$ cat src/rtl/writeback_stage.sv
// writeback_stage: MEM/WB register, load extract, register file with
// bypassed decode reads, forwarding tap and retired-instruction counter.
//
// Ports:
//   clk, rst
//     Clock. Asynchronous active-high reset.
//   mw_valid, mw_opcode, mw_funct3, mw_rd, mw_alu_result, mw_lmd, mw_npc
//     Incoming MEM/WB bundle.
//   flush
//     Kills the bundle being captured this cycle.
//   rs1_addr/rs1_data, rs2_addr/rs2_data
//     Combinational decode read ports, with write-through bypass.
//   wb_valid, wb_we, wb_rd, wb_data, wb_misaligned
//     Registered stage state. wb_data is the forwarding tap.
//   instret
//     Retired-instruction count.
module writeback_stage #(
  parameter int XLEN  = 32,
  parameter int NREGS = 32,
  parameter int CNT_W = 64,
  localparam int AW   = $clog2(NREGS)
) (
  input  logic             clk,
  input  logic             rst,
  input  logic             mw_valid,
  input  logic [6:0]       mw_opcode,
  input  logic [2:0]       mw_funct3,
  input  logic [AW-1:0]    mw_rd,
  input  logic [XLEN-1:0]  mw_alu_result,
  input  logic [XLEN-1:0]  mw_lmd,
  input  logic [XLEN-1:0]  mw_npc,
  input  logic             flush,
  input  logic [AW-1:0]    rs1_addr,
  input  logic [AW-1:0]    rs2_addr,
  output logic [XLEN-1:0]  rs1_data,
  output logic [XLEN-1:0]  rs2_data,
  output logic             wb_valid,
  output logic             wb_we,
  output logic [AW-1:0]    wb_rd,
  output logic [XLEN-1:0]  wb_data,
  output logic             wb_misaligned,
  output logic [CNT_W-1:0] instret
);

  localparam logic [6:0] OP_LOAD   = 7'b0000011;
  localparam logic [6:0] OP_STORE  = 7'b0100011;
  localparam logic [6:0] OP_BRANCH = 7'b1100011;
  localparam logic [6:0] OP_JAL    = 7'b1101111;
  localparam logic [6:0] OP_JALR   = 7'b1100111;
  localparam logic [6:0] OP_OP     = 7'b0110011;
  localparam logic [6:0] OP_OPIMM  = 7'b0010011;
  localparam logic [6:0] OP_LUI    = 7'b0110111;
  localparam logic [6:0] OP_AUIPC  = 7'b0010111;

  logic [XLEN-1:0] sh;
  logic [XLEN-1:0] ld_val;
  logic            ld_mis;
  logic [XLEN-1:0] nxt_val;
  logic            nxt_wr;
  logic            nxt_mis;
  logic            wb_wr;

  logic [XLEN-1:0] regs [NREGS];

  // Align the addressed byte/half down to bit 0.
  always_comb begin
    sh     = mw_lmd >> {mw_alu_result[1:0], 3'b000};
    ld_val = mw_lmd;
    ld_mis = 1'b0;
    unique case (mw_funct3)
      3'b000: ld_val = {{(XLEN-8){sh[7]}}, sh[7:0]};
      3'b100: ld_val = {{(XLEN-8){1'b0}}, sh[7:0]};
      3'b001: begin
        ld_val = {{(XLEN-16){sh[15]}}, sh[15:0]};
        ld_mis = mw_alu_result[0];
      end
      3'b101: begin
        ld_val = {{(XLEN-16){1'b0}}, sh[15:0]};
        ld_mis = mw_alu_result[0];
      end
      default: begin
        ld_val = mw_lmd;
        ld_mis = |mw_alu_result[1:0];
      end
    endcase
  end

  always_comb begin
    nxt_val = mw_alu_result;
    nxt_wr  = 1'b0;
    nxt_mis = 1'b0;
    unique case (mw_opcode)
      OP_LOAD: begin
        nxt_val = ld_val;
        nxt_wr  = 1'b1;
        nxt_mis = ld_mis;
      end
      OP_JAL, OP_JALR: begin
        nxt_val = mw_npc;
        nxt_wr  = 1'b1;
      end
      OP_OP, OP_OPIMM, OP_LUI, OP_AUIPC: begin
        nxt_wr = 1'b1;
      end
      OP_STORE, OP_BRANCH: nxt_wr = 1'b0;
      default: nxt_wr = 1'b0;
    endcase
  end

  always_ff @(posedge clk or posedge rst) begin
    if (rst) begin
      wb_valid      <= 1'b0;
      wb_wr         <= 1'b0;
      wb_misaligned <= 1'b0;
      wb_rd         <= '0;
      wb_data       <= '0;
      instret       <= '0;
    end else begin
      if (mw_valid && !flush) begin
        wb_valid      <= 1'b1;
        wb_wr         <= nxt_wr;
        wb_misaligned <= nxt_mis;
        wb_rd         <= mw_rd;
        wb_data       <= nxt_val;
      end else begin
        wb_valid      <= 1'b0;
        wb_wr         <= 1'b0;
        wb_misaligned <= 1'b0;
      end
      if (wb_valid)
        instret <= instret + 1'b1;
    end
  end

  assign wb_we = wb_valid && wb_wr && !wb_misaligned
              && (wb_rd != '0);

  always_ff @(posedge clk or posedge rst) begin
    if (rst) begin
      for (int i = 0; i < NREGS; i++)
        regs[i] <= '0;
    end else if (wb_we) begin
      regs[wb_rd] <= wb_data;
    end
  end

  // Write-through bypass so decode sees this cycle's write.
  always_comb begin
    if (rs1_addr == '0)
      rs1_data = '0;
    else if (wb_we && rs1_addr == wb_rd)
      rs1_data = wb_data;
    else
      rs1_data = regs[rs1_addr];

    if (rs2_addr == '0)
      rs2_data = '0;
    else if (wb_we && rs2_addr == wb_rd)
      rs2_data = wb_data;
    else
      rs2_data = regs[rs2_addr];
  end

endmodule

$ cat config.mk
export PLATFORM = sky130hd
export DESIGN_NAME = writeback_stage
export DESIGN_NICKNAME = d
export VERILOG_FILES = /design/src/rtl/writeback_stage.sv
export SDC_FILE = /design/constraint.sdc
export NUM_CORES = 2
export LEC_CHECK = 0
export BUFFER_PORTS_ARGS = -buffer_cell sky130_fd_sc_hd__buf_4
export CORE_AREA = 2 2 354 286
export CTS_CLUSTER_DIAMETER = 200
export DETAILED_ROUTE_END_ITERATION = 8
export DIE_AREA = 0 0 356 288
export PLACE_DENSITY = 0.8
export SLEW_MARGIN = 40
export SYNTH_ARGS = -nofsm -noshare
export SYNTH_HDL_FRONTEND = slang
export SYNTH_SLANG_ARGS = --single-unit
export TNS_END_PERCENT = 50
$ cat constraint.sdc
create_clock -name clk -period 47.3 [get_ports clk]
set_input_delay 9.46 -clock clk [delete_from_list [all_inputs] [get_ports clk]]
set_output_delay 9.46 -clock clk [all_outputs]
set_load 0.02 [all_outputs]
==> qor.yml <==
port_buffers: 292
postCtsSetupBuffers: 0
via_per_inst: 7.51
hold_buffers: 0
clock.fmax_ghz: 0.0437
grtUsageTotal_pct: 40.3
crit_path_end_kind: "primary output"
yosys_warnings: 0
cts_tree: "yes"
synth_top_area_cell: "dfrtp_1"
grt_first_pass_wirelength_mm: 302
placed_area_um2: 63900
finalMaxSlewViolations: 0
cp-start-kind: "input port"
cp.required_ns: 37.84
period_share_pct: 48.4
relSlewSlack_pct: 29.9
grt_overflow: 0
ys_seq_area_share_pct: 46.3
ys_async_sr_fraction_pct: 100
power_density_nw_per_um2: 32.1
core_um2: 99400
nets: 4676
leakage_nw: 32.1
wl_met3_mm: 28.2
die_area_um2: 103000
rows: 104
io_pins: 293
cap_violations: 0
hold_path.class: "flop to flop"
setup_slack_ns: 24.41
gp_congestion: 0.954
syn_inst: 4483
wl_per_cell_um: 34.4
layout_common_cells: "1124 x dfrtp_1, 1030 x mux2_2, 398 x buf_4"
cp.arrival_ns: 13.43
fin_skew_ns: 0.0253
ir_drop_mv: 0.0334
hpwl_mm: 122
critPathMaxFanout: 58
pre_cts_slack_ns: 24.55
finalNonFillerCells: 5975
start_util_pct: 61.3
worstSkewPairLatency_ns: 0.73
layout_commonest_cell: "dfrtp_1"
place_inst: 5761
drt-total-wl_mm: 205
synth.top_cell.area_share_pct: 46.3
die_height_um: 288
antenna_found_initial: 7
vias: 44900
setup_viol: 0
synth_area_um2: 60900
hold_viol: 0
cts_buffers: 111
drive_gt1_share_pct: 45.3
drc: 0
die_w_um: 356
worstSetupPathType: "input port to primary output"
drtIter0Drc: 6492
status: "finished clean"
clockBufferDepth: 3
synth.ff_latch_count: 1128
dr.pass1.iters: 6
rsz0062_at_grt: "false"
ant_nets: 0
root_buffer: "clkbuf_16"
wl_met2_mm: 88.3
worst-r2r-setup-slack_ns: 43.57
syn-num-nets: 4609
power.total_mw: 2.18
avgSynthCellArea_um2: 13.6
top_layer_used: "met5"
postLayoutCellArea_um2: 67800
path_clk_slew_ns: 0.06
worst_pin_slew_ns: 1.05
yosysUniqueCellTypes: 77
area_growth_syn_to_layout_pct: 11.3
ys_dominant_reg_cell: "dfrtp_1"
synth-edff-count: 0
setup_tns_ns: 0
drt-met1-wl_mm: 76.7
h-tree-depth: 3
numClockSinks: 1128
first_global_vias: 44200
min_period_ns: 22.89
grt_max_degree: 116
cts_resized: 0
synth_area_leaders: "dfrtp_1 46%, mux2_2 19%, mux4_2 14%"
## routing by layer
| layer | up-vias | global-route usage (%) |
|---|---|---|
| met5 | - | 0.233 |
| met4 | 22 | 20.1 |
| met3 | 871 | 14.9 |
| met2 | 3322 | 57.2 |
| met1 | 23300 | 54.7 |
| li1 | 17300 | - |
## Yosys cell counts (18+ instances only)
cell type	number
xor2_1	33
o211ai_1	18
a221o_1	21
buf_6	24
nor3_1	47
nand3_1	27
mux2_2	1030
o22ai_1	103
xnor2_1	40
buf_4	37
clkbuf_1	240
o21ai_0	75
a21oi_1	83
mux2i_1	257
nor4_1	26
a211o_1	28
nand4_1	19
nand2_1	115
nor2_1	140
mux4_2	376
buf_2	118
o221ai_1	20
a221oi_1	121
buf_1	52
dfrtp_1	1128
inv_1	39
a22oi_1	24
## final cells by class
cell class / count / area (um2)
Fill cell: 6801 / 31600
Multi-Input combinational cell: 2838 / 30500
Sequential cell: 1128 / 28200
Timing Repair Buffer: 430 / 3480
Clock buffer: 155 / 3210
Tap cell: 1325 / 1660
Clock inverter: 50 / 571
Inverter: 41 / 166
Antenna cell: 8 / 20.0
## metrics by stage
stage / utilization [%] / hold WS (ns)
global placement: 64.1 / 0.378
global route: 68.2 / 0.411
finish: 68.2 / 0.398
floorplan: - / 0.441
detailed placement: 64.3 / 0.383
CTS: 68.1 / 0.398
## registers in the layout, summed over array words and instances, names as in the netlist
| register | cells |
|---|---|
| regs | 1024 |
| instret | 64 |
| wb_data | 32 |
| wb_rd | 5 |
| wb_misaligned | 1 |
| wb_valid | 1 |
| wb_wr | 1 |
## critical path, stage by stage
cell and delay [ns]:
buf_8 0.44, buf_4 0.75, xnor2_1 0.15, and4_1 0.26, nand2_2 0.08, buf_4 0.60
nand2_1 0.68, o221ai_1 0.64, buf_4 0.23
## power breakdown
| group | total [mW] | internal, mW | switching (mW) |
|---|---|---|---|
| Sequential | 0.996 | 0.976 | 0.0190 |
| Combinational | 0.253 | 0.0816 | 0.171 |
| Clock | 0.930 | 0.532 | 0.398 |
## final timing paths
check                                       startpoint  cells past startpoint                       to
worst max register to register    wb_rd[2]$_DFFE_PP0P_                      5    regs[890]$_DFFE_PP0P_
max in group asynchronous                          rst                      6    regs[257]$_DFFE_PP0P_
worst min register to register  regs[1007]$_DFFE_PP0P_                      0   regs[1007]$_DFFE_PP0P_
worst max-delay path                       rs2_addr[0]                      9             rs2_data[29]
min in group asynchronous                          rst                      2  wb_data[27]$_DFFE_PP0P_
worst min-delay path            regs[1007]$_DFFE_PP0P_                      0   regs[1007]$_DFFE_PP0P_
## cell families (layout without fill, tap and decap cells)
kind of cell,Yosys count,in the layout,share of synthesized area (%)
multiplexers,1673,1673,37.3
flip-flops,1128,1128,46.3
XOR/XNOR,73,73,1.05
other,0,8,0
adder cells (fa/ha/maj),1,1,0.0205
buffers and inverters,517,676,4.06
AND/OR/NAND/NOR,489,489,4.05
AO/OA/AOI/OAI,602,602,7.14
(Power assumes the default switching activity.)
